[src/rtl/can_pkg.sv]
// Shared CAN definitions: field widths, mailbox FSM states and the
// arbitration key used to order pending transmit mailboxes.
package can_pkg;
  localparam int CAN_ID_STD_W  = 11;
  localparam int CAN_ID_EXT_W  = 29;
  localparam int CAN_DLC_W     = 4;
  localparam int CAN_DATA_W    = 64;
  localparam int CAN_ARB_KEY_W = 32;

  typedef enum logic [1:0] {IDLE, SELECT, REQ, WAIT} mb_state_e;

  // Bit order mirrors the on-bus arbitration field, so a plain unsigned
  // compare gives bus priority (lower key wins).
  function automatic logic [CAN_ARB_KEY_W-1:0] can_arb_key(
    input logic                    ide,
    input logic                    rtr,
    input logic [CAN_ID_STD_W-1:0] id_std,
    input logic [CAN_ID_EXT_W-1:0] id_ext
  );
    if (ide) can_arb_key = {id_ext[28:18], 1'b1, 1'b1, id_ext[17:0], rtr};
    else     can_arb_key = {id_std, rtr, 1'b0, 18'b0, 1'b0};
  endfunction
endpackage

[src/rtl/can_mbox_prio_sel.sv]
// Combinational lowest-key picker over pending mailboxes; ties go to the
// lowest index.
module can_mbox_prio_sel
  import can_pkg::*;
#(
  parameter  int NUM_MB = 4,
  localparam int IDX_W  = $clog2(NUM_MB)
) (
  input  logic [NUM_MB-1:0]                    i_req,
  input  logic [NUM_MB-1:0][CAN_ARB_KEY_W-1:0] i_key,
  output logic                                 o_any,
  output logic [IDX_W-1:0]                     o_idx
);
  logic [CAN_ARB_KEY_W-1:0] w_best;

  always_comb begin
    o_any  = 1'b0;
    o_idx  = '0;
    w_best = '1;
    for (int i = 0; i < NUM_MB; i++) begin
      if (i_req[i] && (!o_any || i_key[i] < w_best)) begin
        o_any  = 1'b1;
        o_idx  = IDX_W'(i);
        w_best = i_key[i];
      end
    end
  end
endmodule

[src/rtl/can_tx_mailbox.sv]
// CAN transmit mailbox bank: host writes frames, FSM hands the best-priority
// pending frame to the transmitter. CAN_MBOX_RETRY_LIMIT_EN enables the retry limit.
module can_tx_mailbox
  import can_pkg::*;
#(
  parameter  int NUM_MB    = 4,
  parameter  int MAX_RETRY = 8,
  localparam int IDX_W     = $clog2(NUM_MB)
) (
  input  logic              clk,
  input  logic              rst,
  input  logic              wr_en,
  input  logic [IDX_W-1:0]  wr_idx,
  input  logic              wr_ide,
  input  logic              wr_rtr,
  input  logic [10:0]       wr_id_std,
  input  logic [28:0]       wr_id_ext,
  input  logic [3:0]        wr_dlc,
  input  logic [63:0]       wr_data,
  input  logic              abort_en,
  input  logic [IDX_W-1:0]  abort_idx,
  output logic              start_tx,
  output logic              ide,
  output logic              rtr,
  output logic [10:0]       id_std,
  output logic [28:0]       id_ext,
  output logic [3:0]        dlc,
  output logic [63:0]       tx_data,
  input  logic              tx_done,
  input  logic              arb_lost,
  input  logic              tx_error,
  output logic [NUM_MB-1:0] mb_pending,
  output logic              wr_err,
  output logic              done_pulse,
  output logic              fail_pulse,
  output logic [IDX_W-1:0]  evt_idx
);
  mb_state_e r_state, w_state_nxt;

  logic        r_mb_ide    [NUM_MB];
  logic        r_mb_rtr    [NUM_MB];
  logic [10:0] r_mb_id_std [NUM_MB];
  logic [28:0] r_mb_id_ext [NUM_MB];
  logic [3:0]  r_mb_dlc    [NUM_MB];
  logic [63:0] r_mb_data   [NUM_MB];

  logic [NUM_MB-1:0] r_pending, r_abort;
  logic [IDX_W-1:0]  r_cur, r_evt;
  logic              r_wr_err, r_done, r_fail;
  logic              r_ide, r_rtr;
  logic [10:0]       r_id_std;
  logic [28:0]       r_id_ext;
  logic [3:0]        r_dlc;
  logic [63:0]       r_data;

  logic [NUM_MB-1:0][CAN_ARB_KEY_W-1:0] w_keys;
  logic             w_any, w_sel_ok, w_busy, w_wr_ok, w_abort_cur;
  logic [IDX_W-1:0] w_win;
  logic             w_done, w_err, w_lost, w_outcome, w_retry_hit, w_release;

  always_comb begin
    for (int i = 0; i < NUM_MB; i++)
      w_keys[i] = can_arb_key(r_mb_ide[i], r_mb_rtr[i], r_mb_id_std[i], r_mb_id_ext[i]);
  end

  can_mbox_prio_sel #(.NUM_MB(NUM_MB)) u_sel (
    .i_req (r_pending),
    .i_key (w_keys),
    .o_any (w_any),
    .o_idx (w_win)
  );

  assign w_busy      = (r_state == REQ) || (r_state == WAIT);
  assign w_wr_ok     = wr_en && !(w_busy && wr_idx == r_cur);
  // A winner aborted in the same cycle it is picked is simply not sent.
  assign w_sel_ok    = w_any && !(abort_en && abort_idx == w_win);
  assign w_abort_cur = r_abort[r_cur] || (abort_en && abort_idx == r_cur);

  assign w_done    = (r_state == WAIT) && tx_done;
  assign w_err     = (r_state == WAIT) && !tx_done && tx_error;
  assign w_lost    = (r_state == WAIT) && !tx_done && !tx_error && arb_lost;
  assign w_outcome = w_done || w_err || w_lost;

`ifdef CAN_MBOX_RETRY_LIMIT_EN
  logic [7:0] r_retry [NUM_MB];

  assign w_retry_hit = w_err && (({1'b0, r_retry[r_cur]} + 9'd1) >= 9'(MAX_RETRY));

  always_ff @(posedge clk or posedge rst) begin
    if (rst) begin
      for (int i = 0; i < NUM_MB; i++) r_retry[i] <= '0;
    end else begin
      if (w_done || w_retry_hit)            r_retry[r_cur] <= '0;
      else if (w_err && r_retry[r_cur] != 8'hFF) r_retry[r_cur] <= r_retry[r_cur] + 8'd1;
      if (w_wr_ok) r_retry[wr_idx] <= '0;
    end
  end
`else
  assign w_retry_hit = 1'b0;
`endif

  assign w_release = w_done || w_retry_hit || (w_outcome && w_abort_cur);

  always_comb begin
    w_state_nxt = r_state;
    case (r_state)
      IDLE:    if (|r_pending) w_state_nxt = SELECT;
      SELECT:  w_state_nxt = w_sel_ok ? REQ : IDLE;
      REQ:     w_state_nxt = WAIT;
      WAIT:    if (w_outcome) w_state_nxt = IDLE;
      default: w_state_nxt = IDLE;
    endcase
  end

  always_ff @(posedge clk) begin
    if (w_wr_ok) begin
      r_mb_ide[wr_idx]    <= wr_ide;
      r_mb_rtr[wr_idx]    <= wr_rtr;
      r_mb_id_std[wr_idx] <= wr_id_std;
      r_mb_id_ext[wr_idx] <= wr_id_ext;
      r_mb_dlc[wr_idx]    <= wr_dlc;
      r_mb_data[wr_idx]   <= wr_data;
    end
  end

  always_ff @(posedge clk or posedge rst) begin
    if (rst) begin
      r_state   <= IDLE;
      r_pending <= '0;
      r_abort   <= '0;
      r_cur     <= '0;
      r_evt     <= '0;
      r_wr_err  <= 1'b0;
      r_done    <= 1'b0;
      r_fail    <= 1'b0;
      r_ide     <= 1'b0;
      r_rtr     <= 1'b0;
      r_id_std  <= '0;
      r_id_ext  <= '0;
      r_dlc     <= '0;
      r_data    <= '0;
    end else begin
      r_state  <= w_state_nxt;
      r_wr_err <= wr_en && !w_wr_ok;
      r_done   <= w_done;
      r_fail   <= w_retry_hit && !w_abort_cur;
      if (r_state == SELECT && w_sel_ok) begin
        r_cur    <= w_win;
        r_ide    <= r_mb_ide[w_win];
        r_rtr    <= r_mb_rtr[w_win];
        r_id_std <= r_mb_id_std[w_win];
        r_id_ext <= r_mb_id_ext[w_win];
        r_dlc    <= r_mb_dlc[w_win];
        r_data   <= r_mb_data[w_win];
      end
      if (abort_en) begin
        if (w_busy && abort_idx == r_cur) r_abort[abort_idx]   <= 1'b1;
        else                              r_pending[abort_idx] <= 1'b0;
      end
      if (w_wr_ok) r_pending[wr_idx] <= 1'b1;
      if (w_outcome) begin
        r_abort[r_cur] <= 1'b0;
        if (w_release) r_pending[r_cur] <= 1'b0;
      end
      if (w_done || (w_retry_hit && !w_abort_cur)) r_evt <= r_cur;
    end
  end

  assign start_tx   = (r_state == REQ);
  assign ide        = r_ide;
  assign rtr        = r_rtr;
  assign id_std     = r_id_std;
  assign id_ext     = r_id_ext;
  assign dlc        = r_dlc;
  assign tx_data    = r_data;
  assign mb_pending = r_pending;
  assign wr_err     = r_wr_err;
  assign done_pulse = r_done;
  assign fail_pulse = r_fail;
  assign evt_idx    = r_evt;
endmodule

[config.mk]
export PLATFORM = sky130hd
export DESIGN_NAME = can_tx_mailbox
export DESIGN_NICKNAME = d
export VERILOG_FILES = /design/src/rtl/can_pkg.sv /design/src/rtl/can_mbox_prio_sel.sv /design/src/rtl/can_tx_mailbox.sv
export SDC_FILE = /design/constraint.sdc
export NUM_CORES = 1
export LEC_CHECK = 0
export BUFFER_PORTS_ARGS = -buffer_cell sky130_fd_sc_hd__buf_2
export CORE_ASPECT_RATIO = 1.2
export CORE_MARGIN = 1.5
export CORE_UTILIZATION = 50
export CTS_BUF_LIST = sky130_fd_sc_hd__clkbuf_2 sky130_fd_sc_hd__clkbuf_4 sky130_fd_sc_hd__clkbuf_8
export CTS_CLUSTER_SIZE = 24
export DETAILED_ROUTE_END_ITERATION = 8
export MAX_ROUTING_LAYER = met4
export PLACE_DENSITY = 0.69
export SETUP_SLACK_MARGIN = 0.4
export SYNTH_ARGS = -nofsm -noshare
export SYNTH_HDL_FRONTEND = slang
export SYNTH_SLANG_ARGS = --single-unit
[constraint.sdc]
create_clock -name clk -period 14.3 [get_ports clk]
set_input_delay 0 -clock clk [delete_from_list [all_inputs] [get_ports clk]]
set_output_delay 0 -clock clk [all_outputs]
set_load 0.02 [all_outputs]
# ---- Yosys cells after proc, flatten, opt, wreduce, memory -nomap -nowiden
# Memory sizes are Yosys's and may differ from the RTL's. A register that Yosys moved wholly into a read port is not among the register bits.
# Index checks and enable logic that the tools add are counted.
# W data, S select, Z words.
dict set report op_classes {
  n_lt_le_gt_ge 9
  eq_ne 8
  mux 36
  bitwise 7
  reduce_logical 39
}
# operator n
set op_table {}
lappend op_table {{$mux W32} 7}
lappend op_table {{$lt A32 B32 Y1} 3}
lappend op_table {{$mux W4} 8}
lappend op_table {{$logic_and A1 B1 Y1} 20}
lappend op_table {{$and A4 B4 Y4} 3}
lappend op_table {{$mux W1} 11}
lappend op_table {{$mux W2} 5}
lappend op_table {{$lt A2 B3 Y1 const B} 3}
lappend op_table {{$logic_not A1 Y1} 8}
lappend op_table {{$logic_or A1 B1 Y1} 8}
lappend op_table {{$not A4 Y4} 2}
lappend op_table {{$or A4 B4 Y4} 2}
lappend op_table {{$pmux W2 S4} 1}
lappend op_table {{$demux W1 S2} 3}
lappend op_table {{$eq A2 B2 Y1} 3}
lappend op_table {{$ge A2 B1 Y1 const B} 3}
lappend op_table {{$eq A2 B2 Y1 const B} 2}
lappend op_table {{$ne A2 B2 Y1 const B} 2}
lappend op_table {{$reduce_or A4 Y1} 1}
lappend op_table {{$bmux W1 S2} 1}
lappend op_table {{$eq A2 B1 Y1 const B} 1}
lappend op_table {{$logic_not A2 Y1} 1}
lappend op_table {{$reduce_and A2 Y1} 1}
dict set report word_totals {
  register_bits 16
  mem_bits_rw 440
  in_bits 121
  output_inout_bits 120
  word_cells 112
  mem_count 6
}
# name depth word_bits read_ports rd_clocked_by_memory_dff wr line
set mem_list {}
lappend mem_list {r_mb_data 4 64 1 1 1 can_tx_mailbox.sv:45} ;# logic [63:0] r_mb_data [NUM_MB];
lappend mem_list {r_mb_id_ext 4 29 5 1 1 can_tx_mailbox.sv:43} ;# logic [28:0] r_mb_id_ext [NUM_MB];
lappend mem_list {r_mb_id_std 4 11 5 1 1 can_tx_mailbox.sv:42} ;# logic [10:0] r_mb_id_std [NUM_MB];
lappend mem_list {r_mb_dlc 4 4 1 1 1 can_tx_mailbox.sv:44} ;# logic [3:0] r_mb_dlc [NUM_MB];
lappend mem_list {r_mb_ide 4 1 5 1 1 can_tx_mailbox.sv:40} ;# logic r_mb_ide [NUM_MB];
lappend mem_list {r_mb_rtr 4 1 5 1 1 can_tx_mailbox.sv:41} ;# logic r_mb_rtr [NUM_MB];

# ---- Logic depth before layout (Yosys ltp)
# Gate-level depths: netlist of run 1.
# An unclocked memory read counts as a cell.
dict set report logic_depth {
  depth_word 21
  ltp_mapped 39
  ltp_nobuf 32
}

# ---- Hierarchy
# A second synthesis of run 1 with hierarchy kept.
dict set report hier_totals {
  hier_cells 1470
  hier_area_um2 25811.0
}
# module n_inst cells_per_inst area_each_um2 seq_area_each_um2
set by_module_without_submodules {}
lappend by_module_without_submodules {can_tx_mailbox 1 1042 22308.9 16365.7}
lappend by_module_without_submodules {can_mbox_prio_sel 1 428 3502.1 0.0}

# ---- Worst setup path before layout of run 1
# No wires, ideal clock.
dict set report synth_path {
  path_type {reg-to-reg}
  startpoint {register r_cur[0]}
  endpoint {memory r_mb_data[0][0], enable pin}
  setup_time_ns 0.889
  t_arrival_ns 12.039
  t_required_ns 13.411
  setup_slack_ns 1.372
  stages_incl_launch_ff 4
  n_path_buf 1
  synth_period_minus_slack_ns 12.928
  cell_sequence {dfrtp_1 clkbuf_1 nor3b_1 nor4b_1}
}
dict set report synth_via {
  elab_chain_cells 6
}
# item line
set synth_lines {}
lappend synth_lines {{start: declaration} can_tx_mailbox.sv:48} ;# logic [IDX_W-1:0] r_cur, r_evt;
lappend synth_lines {{start signal: assignment} can_tx_mailbox.sv:148} ;# r_cur <= w_win;
lappend synth_lines {{$eq A2 B2 Y1} can_tx_mailbox.sv:74} ;# assign w_wr_ok = wr_en && !(w_busy && wr_idx == r_cur);
lappend synth_lines {{$logic_and A1 B1 Y1} can_tx_mailbox.sv:74}
lappend synth_lines {{$logic_not A1 Y1} can_tx_mailbox.sv:74}
lappend synth_lines {{$logic_and A1 B1 Y1} can_tx_mailbox.sv:74}
lappend synth_lines {{$mux W1} can_tx_mailbox.sv:116} ;# if (w_wr_ok) begin
lappend synth_lines {{$mux W1 (implied by the code)} can_tx_mailbox.sv:122} ;# r_mb_data[wr_idx] <= wr_data;
lappend synth_lines {{end: declaration} can_tx_mailbox.sv:45}
# Every way passes these cells.

# ---- Worst setup path in the final report of run 1
dict set report layout_path {
  startpoint {register r_pending[0], in the netlist mb_pending[0]}
  endpoint {register r_id_ext[25], in the netlist id_ext[25], read port of r_mb_id_ext}
}
dict set report layout_via {
  elab_chain_cells 18
  word_cells_on_any_way 27
  cone_classes {3 x order compare; 1 x eq/ne; 10 x mux; 13 x reduce/logical}
}
# item line
set layout_lines {}
lappend layout_lines {{start: declaration} can_tx_mailbox.sv:47} ;# logic [NUM_MB-1:0] r_pending, r_abort;
lappend layout_lines {{start signal: assignment} can_tx_mailbox.sv:129} ;# r_pending <= '0;
lappend layout_lines {{start signal: indexed assignment} can_tx_mailbox.sv:158} ;# else r_pending[abort_idx] <= 1'b0;
lappend layout_lines {{start signal: indexed assignment} can_tx_mailbox.sv:160} ;# if (w_wr_ok) r_pending[wr_idx] <= 1'b1;
lappend layout_lines {{$mux W32 or $mux W1 (tied branches)} can_mbox_prio_sel.sv:21} ;# if (i_req[i] && (!o_any || i_key[i] < w_best)) begin
lappend layout_lines {{$lt A32 B32 Y1 or $logic_not A1 Y1 (tied branches)} can_mbox_prio_sel.sv:21}
lappend layout_lines {{$logic_or A1 B1 Y1} can_mbox_prio_sel.sv:21}
lappend layout_lines {{$logic_and A1 B1 Y1} can_mbox_prio_sel.sv:21}
lappend layout_lines {{$mux W32 or $mux W1 (tied branches)} can_mbox_prio_sel.sv:21}
lappend layout_lines {{$lt A32 B32 Y1 or $logic_not A1 Y1 (tied branches)} can_mbox_prio_sel.sv:21}
lappend layout_lines {{$logic_or A1 B1 Y1} can_mbox_prio_sel.sv:21}
lappend layout_lines {{$logic_and A1 B1 Y1} can_mbox_prio_sel.sv:21}
lappend layout_lines {{(+2 left out)} --}
lappend layout_lines {{$logic_or A1 B1 Y1} can_mbox_prio_sel.sv:21}
lappend layout_lines {{$logic_and A1 B1 Y1} can_mbox_prio_sel.sv:21}
lappend layout_lines {{$mux W2} can_mbox_prio_sel.sv:21}
lappend layout_lines {{$eq A2 B2 Y1} can_tx_mailbox.sv:76} ;# assign w_sel_ok = w_any && !(abort_en && abort_idx == w_win);
lappend layout_lines {{$logic_and A1 B1 Y1} can_tx_mailbox.sv:76}
lappend layout_lines {{$logic_not A1 Y1} can_tx_mailbox.sv:76}
lappend layout_lines {{$logic_and A1 B1 Y1} can_tx_mailbox.sv:76}
lappend layout_lines {{$logic_and A1 B1 Y1} can_tx_mailbox.sv:147} ;# if (r_state == SELECT && w_sel_ok) begin
lappend layout_lines {{end: declaration} can_tx_mailbox.sv:52} ;# logic [28:0] r_id_ext;
# Several ways; a longest one is shown, not always the timed one.
# A chain may end at the register's enable or synchronous reset.

==> results.json, run 1 <==
{
  "die_w_um": 206.5,
  "post_layout_nonfiller_instances": 2833,
  "global_route.peak_usage_layer": "met2",
  "yosysTopAreaCellShare_pct": 53.18,
  "area.growth.synth_to_final_pct": 20.61,
  "post_syn_instances": 1746,
  "worst-endpoint-required_ps": 14910,
  "finalCritPeriodShare_pct": 80.34,
  "synth_cell_types": 62,
  "detailedPlace.worstSlack_ps": 2918,
  "clock_root_buffer": "sky130_fd_sc_hd__clkbuf_8",
  "grtUsageMet1_pct": 31.63,
  "worstSetupPathType": "reg2reg",
  "cpPeakStageDelay_ps": 840,
  "min_path_type": "in2async",
  "grt_start_max_net_pins": 259,
  "period_needed_ps": 11490,
  "clock_insertion_delay_worst_skew_ps": 710,
  "yosysMostFrequentCell": "sky130_fd_sc_hd__edfxtp_1",
  "power.density_cell_area_nw_per_um2": 216.2,
  "inserted_clock_buffers": 90,
  "postSynthAreaPerCell_um2": 14.23,
  "multi_input_area_um2": 7975,
  "cp-end-kind": "register",
  "antenna_left": 0,
  "post_synth_most_frequent_cells": "sky130_fd_sc_hd__edfxtp_1 (440), sky130_fd_sc_hd__nand2_1 (172), sky130_fd_sc_hd__dfrtp_1 (126)",
  "achievable-frequency_ghz": 0.08704,
  "r2r.worst_path.cells": 34,
  "design.final.nets": 2328,
  "number_of_enable_flip_flop_cells_after_synthesis": 440,
  "vdd.ir_drop.worst_uv": 241.1,
  "hold_viol_final": 0,
  "final.setup.tns_ps": 0,
  "grt_first_pass_wirelength_um": 100600,
  "critical_path.most_common_cell": "sky130_fd_sc_hd__buf_4",
  "drt_pass1_iterations": 5,
  "ioPinCount": 241,
  "crit_family": "compound AO/OA/AOI/OAI gates",
  "register_area_um2": 16370,
  "detailedRoute.firstIterationViolations": 961,
  "dp.final_hpwl_um": 38660,
  "grt_usage_pct": 26.94,
  "grtUsageMet2_pct": 45.63,
  "gr-total-overflow": 0,
  "route.detailed.drc": 0,
  "critical_path.reg2reg.startpoint": "mb_pending[0]",
  "starting_utilization_of_the_core_area_pct": 50.59,
  "timing.critical_path.slowest_stage_cell": "sky130_fd_sc_hd__buf_12",
  "rsz0062_at_grt": "false",
  "report.final.slew_viol_count": 0,
  "synth_top_cells_by_area": "sky130_fd_sc_hd__edfxtp_1 (53%), sky130_fd_sc_hd__dfrtp_1 (13%), sky130_fd_sc_hd__ha_1 (4.6%), sky130_fd_sc_hd__o221a_1 (4.5%), sky130_fd_sc_hd__mux2i_1 (4.4%)",
  "tightest_slew_ps": 1182,
  "cts_sinks": 566,
  "finalWeightedCongestion": 0.8915,
  "postCtsResizedCells": 0,
  "setup_viol": 0,
  "clk_pin_slew_ps": 60,
  "core_area_um2": 49110,
  "port_buffers": 239,
  "placement_rows": 89,
  "post_drt_via_cell_ratio": 5.949,
  "fill_cells": 3824,
  "worstSetupStartpoint": "mb_pending[0]",
  "worst_path_maximum_fanout": 258,
  "ctsHtreeMaxLevel": 3,
  "post_synthesis_sequential_element_count": 566,
  "register_to_register_path_setup_slack_ps": 2810,
  "routed_via_count": 16850,
  "worst_ep_arrival_time_ps": 12100,
  "antenna_found_initial": 3,
  "wl_um": 66300,
  "final.setup_skew_ps": 36.69,
  "outcome": "finished clean",
  "wl_per_cell_um": 23.40,
  "synth.cell_area_um2": 24850,
  "startpoint_types": "register",
  "ys.flop_type": "sky130_fd_sc_hd__edfxtp_1",
  "synthesis.yosys.warnings": 0,
  "p_leak_nw": 11.16,
  "synthArstFlopShare_pct": 22.26,
  "worst_max_slew_margin_expressed_relative_to_the_limit_pct": 21.22,
  "worst-path-buf-inv": 7,
  "clock_tree_from_tritoncts": "yes",
  "via_count_of_the_first_global_routing_pass": 17940,
  "crit_cells": 34,
  "die-height_um": 247.2,
  "finalWorstSetupSlack_ps": 2812,
  "numPlacedInstances": 2526,
  "register_area_share_after_synthesis_pct": 65.87,
  "library_cell_occupying_the_most_area_in_the_post_synthesis_netlist": "sky130_fd_sc_hd__edfxtp_1",
  "share_of_post_route_cells_with_drive_strength_above_1_pct": 22.57,
  "drv.max_cap_violation_count": 0,
  "synth_nets": 1959,
  "max-clock-path-buffers": 3,
  "die_area_um2": 51040,
  "grt.met3_usage_pct": 4.309
}
[tightest hold or removal path, cell delays in order]
cell	delay (ps)
sky130_fd_sc_hd__dlygate4sd3_1	530
sky130_fd_sc_hd__buf_2	150
sky130_fd_sc_hd__inv_6	570
[logic make-up after synthesis]
| group | after synthesis | synth area share, % |
|---|---|---|
| simple gates | 379 | 7.146 |
| mux | 149 | 6.265 |
| buf+inv | 133 | 2.301 |
| other cells | 1 | 0.01509 |
| fa+ha+maj | 92 | 4.633 |
| compound gates | 422 | 13.63 |
| flops | 566 | 65.87 |
| xor+xnor | 4 | 0.1410 |
[routing by layer]
layer | share of wire (%) | routed length (um)
met5 | 0 | 0
met4 | 3.3 | 2168
met3 | 4.9 | 3261
met2 | 52 | 34360
met1 | 40 | 26510
[cell usage in the layout, fill, tap and decap left out, drive strengths merged, types with 3 or more instances in the layout]
cell | netlist | final
clkbuf | 79 | 131
nand4 | 14 | 14
o21a | 5 | 5
o211ai | 3 | 3
nor2b | 14 | 14
a221oi | 4 | 4
edfxtp | 440 | 440
nand2b | 7 | 7
nand2 | 172 | 172
a21oi | 93 | 93
xor2 | 4 | 4
o2111ai | 110 | 110
clkinv | 0 | 28
o221a | 110 | 110
dfrtp | 126 | 126
mux2i | 109 | 109
dlygate4sd3 | 0 | 134
nor3b | 3 | 3
o21ai | 52 | 52
a31oi | 5 | 5
buf | 42 | 264
nor2 | 66 | 66
bufinv | 0 | 6
nor4 | 8 | 8
and2 | 55 | 55
and4 | 4 | 4
nand3 | 13 | 13
a21o | 7 | 7
diode | 0 | 3
a211oi | 19 | 19
nor3 | 11 | 11
ha | 92 | 92
mux2 | 39 | 39
inv | 12 | 15
or2 | 3 | 3
[cell type report]
type	instances	share of cell area, %
diodes	3	0.02505
clock buffers	131	5.516
clock inverters	39	1.269
inverters	12	0.1670
multi-input cells	1047	26.61
flip-flops and latches	566	54.61
well taps	637	2.660
repair buffers	398	9.136
[where the power goes]
group	total [mW]	switching (mW)	internal (mW)	leakage (nW)
combinational	2.72	1.73	0.984	4.64
clock	1.52	0.661	0.861	1.08
sequential	2.24	0.183	2.06	5.44
[state kept, by name, indices dropped and copies added, names as in the netlist, named ones only]
name	flops
dlc	4
done_pulse	1
evt_idx	2
id_ext	29
id_std	11
ide	1
mb_pending	4
r_abort	4
r_cur	2
r_mb_data	256
r_mb_dlc	16
r_mb_id_ext	116
r_mb_id_std	44
r_mb_ide	4
r_mb_rtr	4
r_state	1
rtr	1
tx_data	64
wr_err	1
[timing repair]
item / 4_1_cts / 5_1_grt
hold buffers: 134 / 0
endpoints found under the setup margin: 0 / 0
endpoints found under the hold margin: 524 / 0
buffers inserted: 0 / 0
[worst paths after layout]
kind | end
min | tx_data[46]
max reg2reg | id_ext[25]
min reg2reg | tx_data[20]
max | id_ext[25]
max in group asynchronous | id_ext[18]
min in group clk | r_mb_data[2][12]
[per-stage QoR]
stage / hold slack (ps) / power (mW) / instance area (um2) / util (%)
floorplan: 98.87 / 4.149 / 24850 / -
global placement: 210.2 / 4.888 / 26580 / 54.13
detailed placement: 215.8 / 4.955 / 26580 / 54.13
CTS: 0.9319 / 6.521 / 29960 / 61.01
global route: 37.66 / 6.841 / 29970 / 61.02
finish: 22.44 / 6.479 / 29970 / 61.02
(Power assumes the default switching activity.)
==> run 2, diff against run 1 <==
PLACE_DENSITY = 0.72   (was 0.69)
clock period = 9.4 ns   (was 14.3 ns; I/O delays follow)
==> run 2 against run 1 <==
  * Sequential power grew 51%
  * Clock power grew 41%
  * Worst setup slack lost 1800 ps
  * Critical endpoint is now id_ext[19]
  * Critical path type unchanged
  * Worst hold slack lost 28 ps
  * The flow now finishes with violations (hold timing)
  * Via count grew 1.3%
  * Utilization grew 0.50 points
  * First-iteration DRC count grew 15%
  * Clock skew grew 17 ps
  * Cell count grew 1.1%
  * Count of clock-buffer cells in the layout grew 12
  * Highest routed layer unchanged
  * Largest cell class unchanged
  * Routed wire length is essentially flat
==> results.json, run 2 (synthesized netlist as in run 1, its figures left out) <==
{
  "cp-end-kind": "register",
  "register_area_um2": 16370,
  "finalWeightedCongestion": 0.8929,
  "port_buffers": 239,
  "worstSetupPathType": "reg2reg",
  "detailedRoute.firstIterationViolations": 1104,
  "drv.max_cap_violation_count": 0,
  "routed_via_count": 17070,
  "cpPeakStageDelay_ps": 480,
  "dp.final_hpwl_um": 40860,
  "report.final.slew_viol_count": 0,
  "fill_cells": 3683,
  "final.setup.tns_ps": 0,
  "post_drt_via_cell_ratio": 5.958,
  "die_area_um2": 51040,
  "layout_commonest_cell": "sky130_fd_sc_hd__edfxtp_1",
  "grt_start_max_net_pins": 69,
  "rsz0062_at_grt": "false",
  "finalCritPeriodShare_pct": 88.83,
  "clock_insertion_delay_worst_skew_ps": 690,
  "hold_viol_final": 8,
  "ioPinCount": 241,
  "route.detailed.drc": 0,
  "worst_max_slew_margin_expressed_relative_to_the_limit_pct": 29.04,
  "critical_path.most_common_cell": "sky130_fd_sc_hd__o21ai_0",
  "worst_path_maximum_fanout": 53,
  "period_needed_ps": 8350,
  "die-height_um": 247.2,
  "outcome": "finished with violations",
  "worst_ep_arrival_time_ps": 8880,
  "clk_pin_slew_ps": 60,
  "inserted_clock_buffers": 88,
  "gr-total-overflow": 0,
  "wl_um": 66350,
  "p_leak_nw": 11.31,
  "wl_per_cell_um": 23.16,
  "timing.critical_path.slowest_stage_cell": "sky130_fd_sc_hd__edfxtp_1",
  "clock_root_buffer": "sky130_fd_sc_hd__clkbuf_8",
  "vdd.ir_drop.worst_uv": 232.5,
  "min_path_type": "in2async",
  "violations": "hold timing",
  "starting_utilization_of_the_core_area_pct": 50.59,
  "max-clock-path-buffers": 3,
  "crit_family": "compound AO/OA/AOI/OAI gates",
  "tightest_slew_ps": 1064,
  "core_area_um2": 49110,
  "antenna_found_initial": 4,
  "final.setup_skew_ps": 53.69,
  "achievable-frequency_ghz": 0.1198,
  "antenna_left": 0,
  "hold_ws_ps": -5.156,
  "grt_first_pass_wirelength_um": 101200,
  "cts_sinks": 566,
  "ctsHtreeMaxLevel": 3,
  "worst-endpoint-required_ps": 9930,
  "multi_input_area_um2": 8009,
  "drt_pass1_iterations": 5,
  "clock_tree_from_tritoncts": "yes",
  "startpoint_types": "register",
  "die_w_um": 206.5,
  "grt_usage_pct": 27.01,
  "via_count_of_the_first_global_routing_pass": 17940,
  "placement_rows": 89,
  "share_of_post_route_cells_with_drive_strength_above_1_pct": 24.02,
  "max_ffs_per_register": 256,
  "setup_viol": 0,
  "area.growth.synth_to_final_pct": 21.61,
  "top_register": "r_mb_data",
  "power.density_cell_area_nw_per_um2": 330.3,
  "commonest_cells_after_routing_fill_and_taps_aside": "sky130_fd_sc_hd__edfxtp_1 (440), sky130_fd_sc_hd__buf_2 (239), sky130_fd_sc_hd__nand2_1 (172), sky130_fd_sc_hd__dlygate4sd3_1 (128), sky130_fd_sc_hd__dfrtp_1 (126)",
  "design.final.nets": 2363,
  "worst-path-buf-inv": 6
}
-- run 2: cell count changes in the layout (fill, tap and decap cells not counted), moves of 5 or more --
| cell | change |
|---|---|
| sky130_fd_sc_hd__buf_4 | +32 |
| sky130_fd_sc_hd__clkbuf_4 | +17 |
| sky130_fd_sc_hd__clkinv_2 | -13 |
| sky130_fd_sc_hd__buf_12 | +10 |
| sky130_fd_sc_hd__dlygate4sd3_1 | -6 |
| sky130_fd_sc_hd__bufinv_16 | -5 |
| sky130_fd_sc_hd__clkbuf_8 | -5 |
-- run 2: area by class of cell --
type                            count  share of cell area (%)
Antenna cell                        5                 0.04141
Clock buffer                      143                   5.665
Clock inverter                     20                  0.4969
Inverter                           12                  0.1656
Multi-Input combinational cell   1048                   26.51
Sequential cell                   566                   54.17
Tap cell                          637                   2.638
Timing Repair Buffer              434                   10.32
-- run 2: stage by stage --
step | power, mW | setup slack (ps) | util, % | cell area, um2 | instances
6_report | 9.981 | 1050 | 61.53 | 30210 | 2865
2_1_floorplan | 6.307 | 447.6 | - | 24850 | 1746
3_3_place_gp | 7.660 | 715.1 | 54.93 | 26970 | 2560
3_5_place_dp | 7.772 | 617.5 | 54.93 | 26970 | 2560
4_1_cts | 9.976 | 468.8 | 61.33 | 30120 | 2851
5_1_grt | 10.52 | 445.6 | 61.52 | 30210 | 2864
-- run 2: worst paths after layout --
check | endpoint | slack [ps] | depth (start not counted) | startpoint
worst max-delay path | id_ext[19] | 1050 | 35 | r_mb_ide[0]
worst min-delay path | dlc[3] | -5 | 3 | rst
worst max register to register | id_ext[19] | 1050 | 35 | r_mb_ide[0]
worst min register to register | evt_idx[1] | 500 | 1 | evt_idx[1]
max in group asynchronous | tx_data[1] | 7930 | 4 | rst
min in group clk | r_mb_dlc[3][1] | 60 | 2 | wr_dlc[1]
-- run 2: worst register-to-register path: cells and delay by family, from the launching register on --
family | cells | cell delay, ps
adder cells (fa/ha/maj) | 3 | 860
buffers and inverters | 6 | 1460
AO/OA/AOI/OAI | 15 | 3270
flip-flops | 1 | 480
AND/OR/NAND/NOR | 11 | 2120
-- run 2: metal layers --
metal / vias to the layer above / wire length [um] / GRT usage (%) / part of all wire (%)
li1: 7741 / - / - / -
met1: 8548 / 26460 / 32.00 / 40
met2: 612 / 33630 / 44.40 / 51
met3: 169 / 3519 / 4.573 / 5.3
met4: 0 / 2739 / 13.66 / 4.1
met5: - / 0 / - / 0
-- run 2: repair_timing --
action                                  4_1_cts  5_1_grt
hold buffers                                128        0
buffers inserted                              0        8
endpoints found under the setup margin        0      113
endpoints found under the hold margin       558        0
resized for setup                             0        4
-- run 2: power breakdown --
part	total [mW]	leakage, nW	switching, mW	internal (mW)
registers	3.39	5.44	0.263	3.13
logic	4.44	4.87	2.73	1.71
clock network	2.15	0.994	0.966	1.18
total	9.98	11.3	3.96	6.03
==> run 3, diff against run 2 <==
PLACE_DENSITY = 0.73   (was 0.72)
==> run 3 against run 2 <==
  * Sequential share of layout area increased by 0.13 points
  * Worst hold slack improved by 76 ps
  * Clock skew down 1.2 ps
  * Routed wire length decreased by 1.2%
  * Register-to-register slack got worse by 190 ps
  * Cell count is 0.59% lower
  * The run now ends clean
  * Worst setup slack worse by 190 ps
  * Count of clock-buffer cells in the layout fell by 14
==> results.json, run 3 (synthesized netlist as in run 1, its figures left out) <==
{
  "grt_usage_pct": 26.70,
  "worst_path_maximum_fanout": 36,
  "final.setup.tns_ps": 0,
  "multi_input_area_um2": 8014,
  "hold_viol_final": 0,
  "detailedPlace.worstSlack_ps": 529.8,
  "period_needed_ps": 8543,
  "timing.critical_path.slowest_stage_cell": "sky130_fd_sc_hd__nor4_1",
  "post_drt_via_cell_ratio": 5.947,
  "fin_total_pwr_mw": 9.931,
  "placement_rows": 89,
  "starting_utilization_of_the_core_area_pct": 50.59,
  "finalWeightedCongestion": 0.9156,
  "via_count_of_the_first_global_routing_pass": 17800,
  "tightest_slew_ps": 1016,
  "route.detailed.drc": 0,
  "antenna_left": 0,
  "worst-path-buf-inv": 9,
  "power.density_cell_area_nw_per_um2": 329.5,
  "routed_via_count": 16940,
  "share_of_post_route_cells_with_drive_strength_above_1_pct": 23.33,
  "worst_ep_arrival_time_ps": 9090,
  "worst-endpoint-required_ps": 9950,
  "commonest_cells_after_routing_fill_and_taps_aside": "sky130_fd_sc_hd__edfxtp_1 (440), sky130_fd_sc_hd__buf_2 (239), sky130_fd_sc_hd__nand2_1 (172), sky130_fd_sc_hd__dlygate4sd3_1 (129), sky130_fd_sc_hd__dfrtp_1 (126)",
  "max-clock-path-buffers": 3,
  "die_area_um2": 51040,
  "gr-total-overflow": 0,
  "setup_viol": 0,
  "drv.max_cap_violation_count": 0,
  "min_path_type": "in2reg",
  "cts_sinks": 566,
  "clock_root_buffer": "sky130_fd_sc_hd__clkbuf_8",
  "worst_max_slew_margin_expressed_relative_to_the_limit_pct": 32.30,
  "fill_cells": 3693,
  "finalWorstSetupSlack_ps": 857.2,
  "finalCritPeriodShare_pct": 90.88,
  "ctsHtreeMaxLevel": 3,
  "max_ffs_per_register": 256,
  "core_area_um2": 49110,
  "outcome": "finished clean",
  "wl_um": 65520,
  "startpoint_types": "register",
  "cp-end-kind": "register",
  "p_leak_nw": 11.23,
  "post_layout_nonfiller_instances": 2848,
  "design.final.nets": 2349,
  "report.final.slew_viol_count": 0,
  "die_w_um": 206.5,
  "ioPinCount": 241,
  "clock_tree_from_tritoncts": "yes",
  "inserted_clock_buffers": 88,
  "register_area_um2": 16370,
  "port_buffers": 239,
  "final.setup_skew_ps": 52.50,
  "clock_insertion_delay_worst_skew_ps": 690,
  "clk_pin_slew_ps": 70,
  "cpPeakStageDelay_ps": 450,
  "top_register": "r_mb_data",
  "detailedRoute.firstIterationViolations": 1147,
  "dp.final_hpwl_um": 39030,
  "numPlacedInstances": 2551,
  "die-height_um": 247.2,
  "wl_per_cell_um": 23.01,
  "grt_first_pass_wirelength_um": 100300,
  "achievable-frequency_ghz": 0.1171,
  "area.growth.synth_to_final_pct": 21.32,
  "layout_commonest_cell": "sky130_fd_sc_hd__edfxtp_1",
  "antenna_found_initial": 3,
  "grt_start_max_net_pins": 91,
  "hold_ws_ps": 70.51,
  "rsz0062_at_grt": "false",
  "vdd.ir_drop.worst_uv": 260.1,
  "worstSetupPathType": "reg2reg",
  "crit_family": "compound AO/OA/AOI/OAI gates",
  "critical_path.most_common_cell": "sky130_fd_sc_hd__buf_12",
  "drt_pass1_iterations": 5
}
[run 3: changes by cell type in the layout (fill, tap and decap cells not counted), moves of 3 or more]
cell                         change
sky130_fd_sc_hd__clkinv_2        +4
sky130_fd_sc_hd__clkbuf_8        -5
sky130_fd_sc_hd__buf_12          +3
sky130_fd_sc_hd__buf_4          -19
sky130_fd_sc_hd__clkinv_1        +3
sky130_fd_sc_hd__clkinvlp_4      +3
sky130_fd_sc_hd__clkbuf_4        -9
[run 3: layout make-up]
class	instances	area share, %
inverter	12	0.1660
multi-input combinational	1048	26.59
timing repair buffer	420	10.14
clock inverter	32	0.9091
antenna	4	0.03321
tap	637	2.644
clock buffer	129	5.226
sequential	566	54.29
[run 3: worst paths after layout]
| kind | cells after the start | end | slack [ps] | start |
|---|---|---|---|---|
| min | 2 | r_mb_dlc[3][0] | 70 | wr_dlc[0] |
| min reg2reg | 1 | evt_idx[1] | 500 | evt_idx[1] |
| max | 38 | id_ext[22] | 860 | mb_pending[0] |
| max reg2reg | 38 | id_ext[22] | 860 | mb_pending[0] |
| max in group asynchronous | 4 | mb_pending[3] | 8050 | rst |
| min in group asynchronous | 3 | tx_data[37] | 120 | rst |
[run 3: stage by stage]
step	area (um2)	util, %
after floorplan	24850	-
after global placement	26920	54.81
after detailed placement	26920	54.81
after CTS	30060	61.21
after global routing	30140	61.37
final	30140	61.38
[run 3: per-layer routing]
layer | wire length (um) | global-route usage, % | up-vias
met1 | 26120 | 31.58 | 8524
met5 | 0 | - | -
li1 | - | - | 7723
met3 | 3418 | 4.823 | 156
met2 | 33700 | 44.75 | 533
met4 | 2284 | 11.30 | 0
[run 3: worst reg2reg max path: cells and delay by family (launching register included)]
family	cells	cell delay [ps]
AOI/OAI and AO/OA	17	3790
adders and majority gates	3	950
buffers and inverters	9	1720
DFF	1	380
muxes	1	370
and+or+nand+nor	8	1240
[run 3: power by group]
part           switching, mW  total (mW)  internal [mW]  leakage, nW
registers              0.261        3.39           3.13         5.44
clock network          0.972        2.14           1.17        0.971
logic                   2.70        4.40           1.69         4.82
[run 3: repair_timing]
item | in CTS | in global routing
endpoints found under the setup margin | 0 | 113
hold buffers | 129 | 0
setup buffers | 0 | 2
endpoints found under the hold margin | 571 | 0
gates resized for setup | 0 | 6
